## src/rtl/decode_ctrl_pipe_if.sv

```systemverilog
// decode_ctrl_pipe_if: fetch handshake, stall/flush controls and the registered ID/EX control word.
interface decode_ctrl_pipe_if #(
   parameter int EX_W  = 4,
   parameter int CNT_W = 8
);
   logic             in_valid;
   logic [31:0]      instr;
   logic             stall_in;
   logic             flush;
   logic             id_ready;
   logic             ex_valid;
   logic             ex_mem_we;
   logic             ex_reg_we;
   logic             ex_mem_read;
   logic [EX_W-1:0]  ex_alu_op;
   logic [2:0]       ex_imm_op;
   logic [1:0]       ex_jump_t;
   logic [2:0]       ex_branch_t;
   logic             ex_lui;
   logic             ex_auipc;
   logic [4:0]       ex_rd;
   logic [4:0]       ex_rs1;
   logic [4:0]       ex_rs2;
   logic             ex_illegal;
   logic [CNT_W-1:0] illegal_cnt;
   modport master (
      output in_valid, instr, stall_in, flush,
      input  id_ready, ex_valid, ex_mem_we, ex_reg_we, ex_mem_read, ex_alu_op, ex_imm_op,
             ex_jump_t, ex_branch_t, ex_lui, ex_auipc, ex_rd, ex_rs1, ex_rs2, ex_illegal,
             illegal_cnt
   );
   modport slave (
      input  in_valid, instr, stall_in, flush,
      output id_ready, ex_valid, ex_mem_we, ex_reg_we, ex_mem_read, ex_alu_op, ex_imm_op,
             ex_jump_t, ex_branch_t, ex_lui, ex_auipc, ex_rd, ex_rs1, ex_rs2, ex_illegal,
             illegal_cnt
   );
endinterface

```

## src/rtl/decode_ctrl_pipe.sv

```systemverilog
// decode_ctrl_pipe: RV32I decode into a registered ID/EX control word with load-use bubbles and illegal counting.
module decode_ctrl_pipe #(
   parameter int EX_W      = 4,
   parameter bit HAZARD_EN = 1'b1,
   parameter int CNT_W     = 8
) (
   input logic               clk,
   input logic               rst,
   decode_ctrl_pipe_if.slave bus
);
   localparam logic [6:0] OPC_LUI    = 7'b0110111;
   localparam logic [6:0] OPC_AUIPC  = 7'b0010111;
   localparam logic [6:0] OPC_JAL    = 7'b1101111;
   localparam logic [6:0] OPC_JALR   = 7'b1100111;
   localparam logic [6:0] OPC_BRANCH = 7'b1100011;
   localparam logic [6:0] OPC_LOAD   = 7'b0000011;
   localparam logic [6:0] OPC_STORE  = 7'b0100011;
   localparam logic [6:0] OPC_IMM    = 7'b0010011;
   localparam logic [6:0] OPC_OP     = 7'b0110011;
   typedef enum logic [3:0] {
      ALU_ADD, ALU_SUB, ALU_AND, ALU_OR, ALU_XOR, ALU_SLL,
      ALU_SRL, ALU_SRA, ALU_SLT, ALU_SLTU, ALU_PASSB
   } alu_e;
   typedef enum logic [2:0] {IMM_I, IMM_S, IMM_B, IMM_J, IMM_U, IMM_NONE} imm_e;
   typedef enum logic [1:0] {JT_NONE, JT_JAL, JT_JALR, JT_BRANCH} jump_e;
   typedef struct packed {
      logic       mem_we;
      logic       reg_we;
      logic       mem_read;
      alu_e       alu_op;
      imm_e       imm_op;
      jump_e      jump_t;
      logic [2:0] branch_t;
      logic       lui;
      logic       auipc;
      logic [4:0] rd;
      logic [4:0] rs1;
      logic [4:0] rs2;
      logic       illegal;
   } ctrl_t;

   function automatic alu_e alu_sel(input logic [2:0] f3, input logic alt);
      case (f3)
         3'd0:    return alt ? ALU_SUB : ALU_ADD;
         3'd1:    return ALU_SLL;
         3'd2:    return ALU_SLT;
         3'd3:    return ALU_SLTU;
         3'd4:    return ALU_XOR;
         3'd5:    return alt ? ALU_SRA : ALU_SRL;
         3'd6:    return ALU_OR;
         default: return ALU_AND;
      endcase
   endfunction

   ctrl_t            dec, ex_d, ex_q;
   logic             ex_valid_d, ex_valid_q;
   logic [CNT_W-1:0] cnt_d, cnt_q;
   logic             use_rs1, use_rs2, legal, wr;
   logic             hit, hazard, id_ready, load, hold;
   logic [6:0]       opc, f7;
   logic [2:0]       f3;

   assign opc = bus.instr[6:0];
   assign f3  = bus.instr[14:12];
   assign f7  = bus.instr[31:25];

   always_comb begin
      dec      = '0;
      dec.rd   = bus.instr[11:7];
      dec.rs1  = bus.instr[19:15];
      dec.rs2  = bus.instr[24:20];
      dec.imm_op = IMM_NONE;
      dec.alu_op = ALU_ADD;
      use_rs1  = 1'b0;
      use_rs2  = 1'b0;
      wr       = 1'b0;
      legal    = 1'b1;
      case (opc)
         OPC_LUI: begin
            dec.imm_op = IMM_U;
            dec.alu_op = ALU_PASSB;
            dec.lui    = 1'b1;
            wr         = 1'b1;
         end
         OPC_AUIPC: begin
            dec.imm_op = IMM_U;
            dec.auipc  = 1'b1;
            wr         = 1'b1;
         end
         OPC_JAL: begin
            dec.imm_op = IMM_J;
            dec.jump_t = JT_JAL;
            wr         = 1'b1;
         end
         OPC_JALR: begin
            dec.imm_op = IMM_I;
            dec.jump_t = JT_JALR;
            wr         = 1'b1;
            use_rs1    = 1'b1;
            legal      = f3 == 3'd0;
         end
         OPC_BRANCH: begin
            dec.imm_op   = IMM_B;
            dec.jump_t   = JT_BRANCH;
            dec.branch_t = f3;
            dec.alu_op   = f3[2:1] == 2'b11 ? ALU_SLTU : ALU_SUB;
            use_rs1      = 1'b1;
            use_rs2      = 1'b1;
            legal        = f3[2:1] != 2'b01;
         end
         OPC_LOAD: begin
            dec.imm_op   = IMM_I;
            dec.mem_read = 1'b1;
            wr           = 1'b1;
            use_rs1      = 1'b1;
            legal        = f3 != 3'd3 && f3[2:1] != 2'b11;
         end
         OPC_STORE: begin
            dec.imm_op = IMM_S;
            dec.mem_we = 1'b1;
            use_rs1    = 1'b1;
            use_rs2    = 1'b1;
            legal      = f3 < 3'd3;
         end
         OPC_IMM: begin
            dec.imm_op = IMM_I;
            dec.alu_op = alu_sel(f3, f7[5] && f3 == 3'd5);
            wr         = 1'b1;
            use_rs1    = 1'b1;
            legal      = f3 == 3'd1 ? f7 == 7'h00 : f3 == 3'd5 ? (f7 == 7'h00 || f7 == 7'h20) : 1'b1;
         end
         OPC_OP: begin
            dec.alu_op = alu_sel(f3, f7[5]);
            wr         = 1'b1;
            use_rs1    = 1'b1;
            use_rs2    = 1'b1;
            legal      = f7 == 7'h00 || (f7 == 7'h20 && (f3 == 3'd0 || f3 == 3'd5));
         end
         default: legal = 1'b0;
      endcase
      dec.illegal  = !legal;
      dec.reg_we   = wr && legal && dec.rd != 5'd0;
      dec.mem_we   = dec.mem_we && legal;
      dec.mem_read = dec.mem_read && legal;
      dec.jump_t   = legal ? dec.jump_t : JT_NONE;
   end

   // Bubbles, flushed slots and idle loads are written as an all-zero word so enables read 0.
   always_comb begin
      hit        = (use_rs1 && dec.rs1 == ex_q.rd) || (use_rs2 && dec.rs2 == ex_q.rd);
      hazard     = HAZARD_EN && ex_valid_q && ex_q.mem_read && ex_q.rd != 5'd0 && bus.in_valid && hit;
      id_ready   = !bus.stall_in && !hazard;
      load       = !bus.flush && id_ready;
      hold       = bus.stall_in && !bus.flush;
      ex_valid_d = load ? bus.in_valid : hold && ex_valid_q;
      ex_d       = (load && bus.in_valid) ? dec : hold ? ex_q : '0;
      cnt_d      = (load && bus.in_valid && dec.illegal && !(&cnt_q)) ? cnt_q + 1'b1 : cnt_q;
   end

   always_ff @(posedge clk) begin
      if (rst) begin
         ex_valid_q <= 1'b0;
         ex_q       <= '0;
         cnt_q      <= '0;
      end else begin
         ex_valid_q <= ex_valid_d;
         ex_q       <= ex_d;
         cnt_q      <= cnt_d;
      end
   end

   assign bus.id_ready    = id_ready;
   assign bus.ex_valid    = ex_valid_q;
   assign bus.ex_mem_we   = ex_q.mem_we;
   assign bus.ex_reg_we   = ex_q.reg_we;
   assign bus.ex_mem_read = ex_q.mem_read;
   assign bus.ex_alu_op   = EX_W'(ex_q.alu_op);
   assign bus.ex_imm_op   = ex_q.imm_op;
   assign bus.ex_jump_t   = ex_q.jump_t;
   assign bus.ex_branch_t = ex_q.branch_t;
   assign bus.ex_lui      = ex_q.lui;
   assign bus.ex_auipc    = ex_q.auipc;
   assign bus.ex_rd       = ex_q.rd;
   assign bus.ex_rs1      = ex_q.rs1;
   assign bus.ex_rs2      = ex_q.rs2;
   assign bus.ex_illegal  = ex_q.illegal;
   assign bus.illegal_cnt = cnt_q;
endmodule

```

## src/flat_wrapper.sv

```systemverilog
// flat-port wrapper written by rule: the top's interface ports become plain ports
module decode_ctrl_pipe_flat 
#(
   parameter int EX_W      = 4,
   parameter bit HAZARD_EN = 1'b1,
   parameter int CNT_W     = 8
)
  (clk, rst, bus_in_valid, bus_instr, bus_stall_in, bus_flush, bus_id_ready, bus_ex_valid, bus_ex_mem_we, bus_ex_reg_we, bus_ex_mem_read, bus_ex_alu_op, bus_ex_imm_op, bus_ex_jump_t, bus_ex_branch_t, bus_ex_lui, bus_ex_auipc, bus_ex_rd, bus_ex_rs1, bus_ex_rs2, bus_ex_illegal, bus_illegal_cnt);
  decode_ctrl_pipe_if #(.EX_W(EX_W), .CNT_W(CNT_W)) bus_i ();
  input logic clk;
  input logic rst;
  input wire logic [$bits(bus_i.in_valid)-1:0] bus_in_valid;
  input wire logic [$bits(bus_i.instr)-1:0] bus_instr;
  input wire logic [$bits(bus_i.stall_in)-1:0] bus_stall_in;
  input wire logic [$bits(bus_i.flush)-1:0] bus_flush;
  output wire logic [$bits(bus_i.id_ready)-1:0] bus_id_ready;
  output wire logic [$bits(bus_i.ex_valid)-1:0] bus_ex_valid;
  output wire logic [$bits(bus_i.ex_mem_we)-1:0] bus_ex_mem_we;
  output wire logic [$bits(bus_i.ex_reg_we)-1:0] bus_ex_reg_we;
  output wire logic [$bits(bus_i.ex_mem_read)-1:0] bus_ex_mem_read;
  output wire logic [$bits(bus_i.ex_alu_op)-1:0] bus_ex_alu_op;
  output wire logic [$bits(bus_i.ex_imm_op)-1:0] bus_ex_imm_op;
  output wire logic [$bits(bus_i.ex_jump_t)-1:0] bus_ex_jump_t;
  output wire logic [$bits(bus_i.ex_branch_t)-1:0] bus_ex_branch_t;
  output wire logic [$bits(bus_i.ex_lui)-1:0] bus_ex_lui;
  output wire logic [$bits(bus_i.ex_auipc)-1:0] bus_ex_auipc;
  output wire logic [$bits(bus_i.ex_rd)-1:0] bus_ex_rd;
  output wire logic [$bits(bus_i.ex_rs1)-1:0] bus_ex_rs1;
  output wire logic [$bits(bus_i.ex_rs2)-1:0] bus_ex_rs2;
  output wire logic [$bits(bus_i.ex_illegal)-1:0] bus_ex_illegal;
  output wire logic [$bits(bus_i.illegal_cnt)-1:0] bus_illegal_cnt;
  assign bus_i.in_valid = bus_in_valid;
  assign bus_i.instr = bus_instr;
  assign bus_i.stall_in = bus_stall_in;
  assign bus_i.flush = bus_flush;
  assign bus_id_ready = bus_i.id_ready;
  assign bus_ex_valid = bus_i.ex_valid;
  assign bus_ex_mem_we = bus_i.ex_mem_we;
  assign bus_ex_reg_we = bus_i.ex_reg_we;
  assign bus_ex_mem_read = bus_i.ex_mem_read;
  assign bus_ex_alu_op = bus_i.ex_alu_op;
  assign bus_ex_imm_op = bus_i.ex_imm_op;
  assign bus_ex_jump_t = bus_i.ex_jump_t;
  assign bus_ex_branch_t = bus_i.ex_branch_t;
  assign bus_ex_lui = bus_i.ex_lui;
  assign bus_ex_auipc = bus_i.ex_auipc;
  assign bus_ex_rd = bus_i.ex_rd;
  assign bus_ex_rs1 = bus_i.ex_rs1;
  assign bus_ex_rs2 = bus_i.ex_rs2;
  assign bus_ex_illegal = bus_i.ex_illegal;
  assign bus_illegal_cnt = bus_i.illegal_cnt;
  decode_ctrl_pipe #(.EX_W(EX_W), .HAZARD_EN(HAZARD_EN), .CNT_W(CNT_W)) u_core (.clk(clk), .rst(rst), .bus(bus_i));
endmodule
```

## config.mk

```make
export PLATFORM = sky130hd
export DESIGN_NAME = decode_ctrl_pipe_flat
export DESIGN_NICKNAME = d
export VERILOG_FILES = /design/src/rtl/decode_ctrl_pipe_if.sv /design/src/rtl/decode_ctrl_pipe.sv /design/src/flat_wrapper.sv
export SDC_FILE = /design/constraint.sdc
export NUM_CORES = 1
export LEC_CHECK = 0
export ABC_AREA = 1
export ABC_CLOCK_PERIOD_IN_PS = 2800
export CORE_ASPECT_RATIO = 1.1
export CORE_UTILIZATION = 35
export CTS_BUF_LIST = sky130_fd_sc_hd__clkbuf_4
export DETAILED_ROUTE_END_ITERATION = 6
export GPL_ROUTABILITY_DRIVEN = 1
export PLACE_DENSITY = 0.74
export SLEW_MARGIN = 20
export SYNTH_ARGS = -nofsm -noshare
export SYNTH_HDL_FRONTEND = slang
export SYNTH_SLANG_ARGS = --single-unit
```

## constraint.sdc

```tcl
create_clock -name clk -period 2.8 [get_ports clk]
set_input_delay 0.28 -clock clk [delete_from_list [all_inputs] [get_ports clk]]
set_output_delay 0.28 -clock clk [all_outputs]
set_load 0.01 [all_outputs]
```

== Yosys cells after proc, flatten, opt, wreduce, memory -nomap -nowiden ==
Cells that the tools add are included.

* Register bits: 42
* Input bits: 37
* Output and inout bits: 43
* Logic and storage cells: 105

* $add $sub $neg: 1
* Magnitude comparators: 1
* Equal/unequal tests: 23
* Mux-type cells: 25
* Reduce and logical (&&, ||, !) cells: 40

{| class="wikitable"
|+ Operators by type and width
! kind !! number
|-
| two-way mux 33 bit || 2
|-
| one-hot mux 4 bit (7 select lines) || 2
|-
| == test 7 x 6 -> 1 bit (second input constant) || 4
|-
| == test 7 bit (second input constant) || 3
|-
| logical AND 1 bit || 20
|-
| one-hot mux 4 bit (4 select lines) || 1
|-
| one-hot mux 3 bit (5 select lines) || 1
|-
| == test 7 x 5 -> 1 bit (second input constant) || 2
|-
| two-way mux 1 bit || 14
|-
| == test 5 bit || 2
|-
| nonzero test 5 bit || 2
|-
| == test 3 bit (second input constant) || 3
|-
| OR reduction 3 bit || 3
|-
| adder 8 x 1 -> 8 bit (second input constant) || 1
|-
| AND reduction 8 bit || 1
|-
| == test 7 x 2 -> 1 bit (second input constant) || 1
|-
| zero test 7 bit || 1
|-
| one-hot mux 1 bit (7 select lines) || 1
|-
| OR reduction 7 bit || 1
|-
| == test 3 x 2 -> 1 bit (second input constant) || 2
|-
| one-hot mux 2 bit (3 select lines) || 1
|-
| OR reduction 6 bit || 1
|-
| zero test 1 bit || 5
|-
| logical OR 1 bit || 4
|-
| other kinds (11) || 12
|}

== Depth between registers and ports, before layout ==
Gate-level depths: netlist (run 1).

* Depth in word-level cells: 12
* Gate-level depth with buffers: 14

== Worst setup path after synthesis (run 1) ==
OpenSTA, ideal clock, no wires.

* Kind: reg-to-reg
* Start point: register u_core.ex_q, in the netlist u_core.bus.ex_rd[3]
* End point: register u_core.ex_q, in the netlist u_core.bus.ex_rs1[3]
* Arrival time: 1.451 ns
* Required time: 2.665 ns
* Slack: 1.214 ns
* Stages on the path, launching flop included: 12
* Cells stage by stage: dfxtp_1 -> or2_2 -> a21oi_1 -> nand3_1 -> nand2_1 -> nand2_2 -> nand3_4 -> inv_2 -> buf_6 -> buf_8 -> nand2_2 -> a21oi_2

* Cells in the longest elaborated chain, start to end: 9
* Elaborated cells on any way between the ends: 15

{| class="wikitable"
|+ RTL lines
! what !! RTL line !! RTL
|-
| start: declaration || decode_ctrl_pipe.sv:55 || <nowiki>ctrl_t dec, ex_d, ex_q;</nowiki>
|-
| start signal: assignment || decode_ctrl_pipe.sv:163 || <nowiki>ex_q <= '0;</nowiki>
|-
| start signal: assignment || decode_ctrl_pipe.sv:167 || <nowiki>ex_q <= ex_d;</nowiki>
|-
| == test 5 bit / nonzero test 5 bit (equally long branches) || decode_ctrl_pipe.sv:150, decode_ctrl_pipe.sv:151 ||
|-
| logical AND 1 bit (on tied branches) || decode_ctrl_pipe.sv:150, decode_ctrl_pipe.sv:151 ||
|-
| logical OR 1 bit / logical AND 1 bit (equally long branches) || decode_ctrl_pipe.sv:150, decode_ctrl_pipe.sv:151 ||
|-
| logical AND 1 bit (*) || decode_ctrl_pipe.sv:151 || <nowiki>hazard = HAZARD_EN && ex_valid_q && ex_q.mem_read && ex_q.rd != 5'd0 && bus.in_valid && hit;</nowiki>
|-
| zero test 1 bit (*) || decode_ctrl_pipe.sv:152 || <nowiki>id_ready = !bus.stall_in && !hazard;</nowiki>
|-
| logical AND 1 bit (*) || decode_ctrl_pipe.sv:152 ||
|-
| logical AND 1 bit (*) || decode_ctrl_pipe.sv:153 || <nowiki>load = !bus.flush && id_ready;</nowiki>
|-
| logical AND 1 bit (*) || decode_ctrl_pipe.sv:156 || <nowiki>ex_d = (load && bus.in_valid) ? dec : hold ? ex_q : '0;</nowiki>
|-
| != test 2 bit (no source line) / two-way mux 33 bit (equally long branches) || n/a ||
|}

Mark *: on every way between the ends. The rest lies on a longest branch, timed or not.
A chain may end at the register's enable or synchronous reset.

== Worst setup path in the final report (run 1) ==
* Start point: input port bus_instr[6]
* End point: output port bus_id_ready

* Cells in the longest elaborated chain, start to end: 8
* Elaborated cells on any way between the ends: 16

{| class="wikitable"
|+ RTL lines
! what !! RTL line !! RTL
|-
| start: declaration || flat_wrapper.sv:13 || <nowiki>input wire logic [$bits(bus_i.instr)-1:0] bus_instr;</nowiki>
|-
| == test 7 bit, or another cell as far along || decode_ctrl_pipe.sv:78 || <nowiki>case (opc)</nowiki>
|-
| OR reduction 6 bit (no source line) / OR reduction 3 bit (equally long branches) || n/a ||
|-
| two-way mux 1 bit || decode_ctrl_pipe.sv:78 ||
|-
| logical AND 1 bit || decode_ctrl_pipe.sv:150 || <nowiki>hit = (use_rs1 && dec.rs1 == ex_q.rd) || (use_rs2 && dec.rs2 == ex_q.rd);</nowiki>
|-
| logical OR 1 bit (*) || decode_ctrl_pipe.sv:150 ||
|-
| logical AND 1 bit (*) || decode_ctrl_pipe.sv:151 ||
|-
| zero test 1 bit (*) || decode_ctrl_pipe.sv:152 ||
|-
| logical AND 1 bit (*) || decode_ctrl_pipe.sv:152 ||
|-
| end: declaration || flat_wrapper.sv:16 || <nowiki>output wire logic [$bits(bus_i.id_ready)-1:0] bus_id_ready;</nowiki>
|}

Marks and branches as above.

==> results of run 1 <==
where the power goes:
part	total [mW]	switching, mW	internal, mW
combinational	0.181	0.0958	0.0853
sequential	0.611	0.00602	0.605
clock	0.291	0.187	0.104
total	1.08	0.289	0.794
per-layer routing:
layer,wire [um],vias up,part of all wire,track usage
met5,0,-,0,0
met4,78,0,0.013,0.0601
met3,286,8,0.047,0.0344
met2,2890,69,0.48,0.307
met1,2800,1091,0.46,0.226
li1,-,1275,-,-
Yosys cell counts:
master	n	area [sq um]
nor4_1	1	6.26
nand4_1	4	25.0
inv_1	26	97.6
or2_2	1	6.26
xnor2_1	6	52.6
nor2_4	2	22.5
nor2_1	26	97.6
nand2_2	15	93.8
buf_1	1	3.75
buf_4	1	7.51
a21oi_2	11	96.3
a211oi_1	1	7.51
nand3_1	30	150
ha_1	1	12.5
buf_2	1	5.00
a21oi_1	34	170
nand3_4	1	17.5
nand2_1	106	398
and3_1	1	6.26
buf_8	1	15.0
nand4_2	1	12.5
clkbuf_1	7	26.3
a31oi_1	3	18.8
dfxtp_1	42	841
buf_6	2	22.5
inv_2	5	18.8
xor2_1	4	35.0
nand3_2	2	20.0
o21ai_0	6	30.0
nor2_2	3	18.8
nor3_1	3	15.0
area by class of cell:
class	count	area, sq um	share of cell area
Clock buffer	6	45.0	0.0139
Clock inverter	2	8.76	0.00271
Inverter	31	116	0.0360
Multi-Input combinational cell	262	1320	0.407
Sequential cell	42	841	0.260
Tap cell	80	100	0.0309
Timing Repair Buffer	82	808	0.250
critical path, cell delays in order:
cell             delay [ps]
clkdlybuf4s50_1         460
inv_1                   160
nand3_1                 150
a21oi_1                 270
nand3_1                 110
nand2_1                  80
nand2_2                  70
nand2_1                  60
inv_1                    40
clkdlybuf4s50_1         480
registers in the layout, summed over array words and instances, names as in the netlist:
signal / count
u_core.bus.ex_lui: 1
u_core.bus.illegal_cnt: 8
u_core.bus.ex_rs2: 5
u_core.bus.ex_valid: 1
u_core.bus.ex_rs1: 5
u_core.bus.ex_auipc: 1
u_core.bus.ex_reg_we: 1
u_core.bus.ex_imm_op: 3
u_core.bus.ex_jump_t: 2
u_core.bus.ex_alu_op: 4
u_core.bus.ex_mem_we: 1
u_core.bus.ex_mem_read: 1
u_core.bus.ex_branch_t: 3
u_core.bus.ex_rd: 5
u_core.bus.ex_illegal: 1
kinds of logic after synthesis:
logic type,Yosys count,share of synthesized area
flops,42,0.358
xor+xnor,10,0.0373
simple gates,196,0.379
compound gates,55,0.137
buf+inv,44,0.0836
fa+ha+maj,1,0.00532
cell usage in the layout, fill, tap and decap left out:
master,Yosys,routed
or2_2,1,1
inv_2,5,5
nor2_1,26,25
clkinv_1,0,1
dfxtp_1,42,42
clkbuf_4,0,6
nand4_1,4,4
clkinv_2,0,1
nor2_2,3,4
xnor2_1,6,6
a21oi_1,34,34
nand3_4,1,1
clkdlybuf4s50_1,0,78
ha_1,1,1
nor2_4,2,2
nand4_2,1,1
nand3_2,2,2
a211oi_1,1,1
nand3_1,30,30
nor3_1,3,3
and3_1,1,1
a21oi_2,11,11
nor4_1,1,1
inv_1,26,26
buf_2,1,1
a31oi_1,3,3
buf_4,1,3
nand2_2,15,15
nand2_1,106,106
xor2_1,4,4
o21ai_0,6,6
stage by stage:
step	total power, mW	hold WS [ps]	setup slack, ps
floorplan	0.713	416	1210
global placement	0.803	455	428
detailed placement	0.805	458	368
CTS	1.10	476	368
global route	1.14	494	229
finish	1.08	471	356
path summary, 6_finish.rpt:
kind | start | endpoint | slack, ps | cells after the start
max reg2reg | u_core.bus.ex_rd[2] | u_core.bus.ex_rs1[0] | 970 | 13
max | bus_instr[6] | bus_id_ready | 360 | 10
min reg2reg | u_core.bus.ex_lui | u_core.bus.ex_lui | 470 | 2
min | u_core.bus.ex_lui | u_core.bus.ex_lui | 470 | 2
==> metrics.md, run 1 <==
| Metric | Value |
|---|---|
| Setup Buffers After CTS | 0 |
| Skew final | 6.68 ps |
| Crit-path max FO | 4 |
| Number of library cell types mapped by synthesis | 31 |
| Tot GR Track Use | 0.179 |
| Clock Path Buffers | 2 |
| Mapped Area | 2350 sq um |
| WP data required | 2520 ps |
| GRT Residual Overflow | 0 |
| CP Launch Type | primary input |
| Post-synthesis register bit count | 42 |
| Minimum clock period | 2440 ps |
| Clock insertion delay at the later pin of the skew report | 340 ps |
| Synth warnings | 0 |
| Slew headroom | 0.400 |
| Post-Syn Area per Cell | 6.75 sq um |
| Post-synthesis cell count | 348 |
| Cts bufs inserted | 5 |
| TritonCTS clock tree | yes |
| GP Congestion | 0.867 |
| Ant diodes | 0 |
| TritonCTS sink count | 42 |
| RSZ-0062 raised after global routing | no |
| ANT nets after route | 0 |
| WL final | 6060 um |
| Clk root buf | clkbuf_4 |
| Final setup TNS | 0 ps |
| Non-Filler Instances | 505 |
| Static leakage | 1.26 nW |
| Crit Path Class | in2out |
| Hold_buf cts | 0 |
| Syn Nets | 386 |
| Sequential-to-total area share from yosys stat | 0.358 |
| Utilization after layout | 0.510 |
| Clock slew at reported path FFs | 110 ps |
| Io pins | 80 |
| Placed Area | 3180 sq um |
| Slew Limit Fails | 0 |
| Die X | 80.1 um |
| Number of max-cap violations | 0 |
| Power Dens Cells | 335 nW/um^2 |
| Vias per cell | 4.84 |
| Crit. End Element | primary output |
| Core Area | 6340 sq um |
| First-pass iteration count of the detailed router | 5 |
| Maximum VDD drop | 226 uV |
| Status | completed |
| Type of the most critical hold path | reg2reg |
| Wirelength per Cell | 12.0 um |
| Placed insts | 497 |
| PostCTS Resize Cnt | 0 |
| DRC | 0 |
| Nets | 462 |
| H-tree depth | 2 |
| Via count | 2443 |
| Initial DRC Count | 94 |
| Crit share post-route | 0.873 |
| Chip Height | 87.9 um |
| Pin count of the biggest net entering global routing | 43 |
| Finished Cell Area | 3230 sq um |
| FMAX | 0.409 GHz |
| Initial core utilization | 0.370 |
| Setup violators final | 0 |
| Area Growth Syn to Fin | 37.6% |
| Vias in the first global route | 2286 |
| I/O Buffers | 79 |
| Final Hold Viols | 0 |
| Antenna violations before repair | 0 |
| Worst-Margin Slew | 900 ps |
| Fillers | 673 |
| HPWL Detailed | 4540 um |
| # rows | 30 |
| WP data arrival | 2160 ps |
| Share of cells above drive strength 1 | 0.125 |
| Die area | 7050 sq um |
| First-pass GRT wire length | 9970 um |
Power figures use the tool's default switching activity.
==> run 2, diff against run 1 <==
CTS_CLUSTER_SIZE = 25   (was default)
==> results of run 2 <==
Same layout as run 1: the final DEF is identical, and so are final timing and power.
==> run 3, diff against run 2 <==
CORE_ASPECT_RATIO = 0.75   (was 1.1)
MAX_ROUTING_LAYER = met4   (was default)
==> metrics.md, run 3 (synthesis gave the netlist of run 1 again) <==
| Metric | Value |
|---|---|
| I/O Buffers | 79 (unchanged) |
| Power Dens Cells | 334 nW/um^2 (was 335 nW/um^2) |
| Via count | 2465 (was 2443) |
| Pin count of the biggest net entering global routing | 43 (unchanged) |
| Number of max-cap violations | 0 (unchanged) |
| Non-Filler Instances | 506 (was 505) |
| H-tree depth | 2 (unchanged) |
| Antenna violations before repair | 0 (unchanged) |
| Type of the most critical hold path | reg2reg (unchanged) |
| GRT Residual Overflow | 0 (unchanged) |
| Worst setup startpoint | bus_instr[6] (unchanged) |
| WP data required | 2520 ps (about the same) |
| Sw Ratio | 0.275 (was 0.267) |
| Crit. End Element | primary output (unchanged) |
| # rows | 25 (was 30) |
| Nets | 462 (unchanged) |
| Minimum clock period | 2370 ps (was 2440 ps) |
| Wirelength per Cell | 12.2 um (was 12.0 um) |
| Initial core utilization | 0.368 (was 0.370) |
| Clock Path Buffers | 2 (unchanged) |
| Max reg flops | 8 (unchanged) |
| Core Area | 6380 sq um (was 6340 sq um) |
| Area Growth Syn to Fin | 37.7% (was 37.6%) |
| WP data arrival | 2090 ps (was 2160 ps) |
| TritonCTS clock tree | yes (unchanged) |
| Hold_buf cts | 0 (unchanged) |
| Vias per cell | 4.87 (was 4.84) |
| Io pins | 80 (unchanged) |
| Clock insertion delay at the later pin of the skew report | 340 ps (about the same) |
| Final Hold Viols | 0 (unchanged) |
| PostCTS Resize Cnt | 0 (unchanged) |
| Maximum VDD drop | 164 uV (was 226 uV) |
| Tot GR Track Use | 0.185 (was 0.179) |
| Worst-Margin Slew | 884 ps (was 900 ps) |
| Share of cells above drive strength 1 | 0.125 (unchanged) |
| Ant diodes | 0 (unchanged) |
| Final setup TNS | 0 ps (unchanged) |
| Power Internal | 0.784 mW (was 0.794 mW) |
| Clk root buf | clkbuf_4 (unchanged) |
| Slew Limit Fails | 0 (unchanged) |
| Crit share post-route | 0.847 (was 0.873) |
| Die area | 7050 sq um (about the same) |
| First-pass iteration count of the detailed router | 4 (was 5) |
| ANT nets after route | 0 (unchanged) |
| Static leakage | 1.25 nW (was 1.26 nW) |
| Skew final | 21.9 ps (was 6.68 ps) |
| Setup violators final | 0 (unchanged) |
| Cts bufs inserted | 5 (unchanged) |
| HPWL Detailed | 4720 um (was 4540 um) |
| Status | completed (unchanged) |
| Most common cell after layout, fill and taps aside | nand2_1 (unchanged) |
| DRC | 0 (unchanged) |
| Combinational fraction of design power | 0.167 (about the same) |
| RSZ-0062 raised after global routing | no (unchanged) |
| Chip Height | 73.0 um (was 87.9 um) |
| GP Congestion | 0.906 (was 0.867) |
| First-pass GRT wire length | 10500 um (was 9970 um) |
| Die X | 96.6 um (was 80.1 um) |
| Hold path startpoint | u_core.bus.ex_lui (unchanged) |
| Crit Path Class | in2out (unchanged) |
| FMAX | 0.421 GHz (was 0.409 GHz) |
| Initial DRC Count | 107 (was 94) |
| R2r startpoint | u_core.bus.ex_rd[1] (was u_core.bus.ex_rd[2]) |
| Clock slew at reported path FFs | 110 ps (about the same) |
| Slew headroom | 0.411 (was 0.400) |
| WL final | 6180 um (was 6060 um) |
| Clock power frac | 0.268 (was 0.269) |
| TritonCTS sink count | 42 (unchanged) |
| CP Launch Type | primary input (unchanged) |
| Most frequent cells in the layout | nand2_1, clkdlybuf4s50_1, dfxtp_1, a21oi_1, nand3_1 (unchanged) |
| Crit-path max FO | 4 (unchanged) |
| Sequential Power Share | 0.566 (was 0.564) |
| Placed insts | 498 (was 497) |
| Setup Buffers After CTS | 0 (unchanged) |
| Vias in the first global route | 2292 (was 2286) |
| Switch Pwr | 0.297 mW (was 0.289 mW) |
-- run 3: cell count changes in the layout (fill, tap and decap cells not counted) --
cell	delta
clkinvlp_4	+1
clkbuf_4	-1
-- run 3: layout make-up --
cell class	count	area, sq um
tap	81	101
fill	648	3150
clock buffer	5	37.5
sequential	42	841
timing repair buffer	82	808
inverter	31	116
multi-input combinational	262	1320
clock inverter	3	16.3
-- run 3: power groups by stage --
| stage | Combinational, mW | Clock, mW | Sequential, mW |
|---|---|---|---|
| finish | 0.180 | 0.289 | 0.611 |
| global route | 0.197 | 0.334 | 0.613 |
| CTS | 0.181 | 0.302 | 0.611 |
| detailed placement | 0.180 | 0 | 0.625 |
| global placement | 0.178 | 0 | 0.624 |
| floorplan | 0.0860 | 0 | 0.627 |
-- run 3: worst paths after layout --
kind	to	slack (ps)	cells past startpoint
max	bus_id_ready	430	10
min	u_core.bus.ex_lui	470	2
max reg2reg	u_core.bus.ex_rs1[2]	950	13
min reg2reg	u_core.bus.ex_lui	470	2
-- run 3: critical path, stage by stage --
cell,delay [ps]
clkdlybuf4s50_1,460
inv_1,150
nand3_1,170
a21oi_1,230
nand3_1,100
nand2_1,80
nand2_2,70
nand2_1,60
inv_1,30
clkdlybuf4s50_1,460
-- run 3: metal layers --
layer / routed length (um) / share of wire / track usage
met3: 342 / 0.055 / 0.0517
met5: 0 / 0 / -
met4: 30 / 0.0049 / 0.0431
met1: 3250 / 0.53 / 0.258
met2: 2560 / 0.41 / 0.266
-- run 3: per-stage QoR --
step | setup WS [ps] | instance area [sq um] | power, mW | util | hold WS (ps)
after global placement | 441 | 3180 | 0.802 | 0.499 | 452
after floorplan | 1210 | 2350 | 0.713 | - | 416
final | 427 | 3240 | 1.08 | 0.507 | 472
after CTS | 429 | 3240 | 1.09 | 0.507 | 474
after detailed placement | 438 | 3180 | 0.805 | 0.499 | 456
after global routing | 320 | 3240 | 1.14 | 0.507 | 491
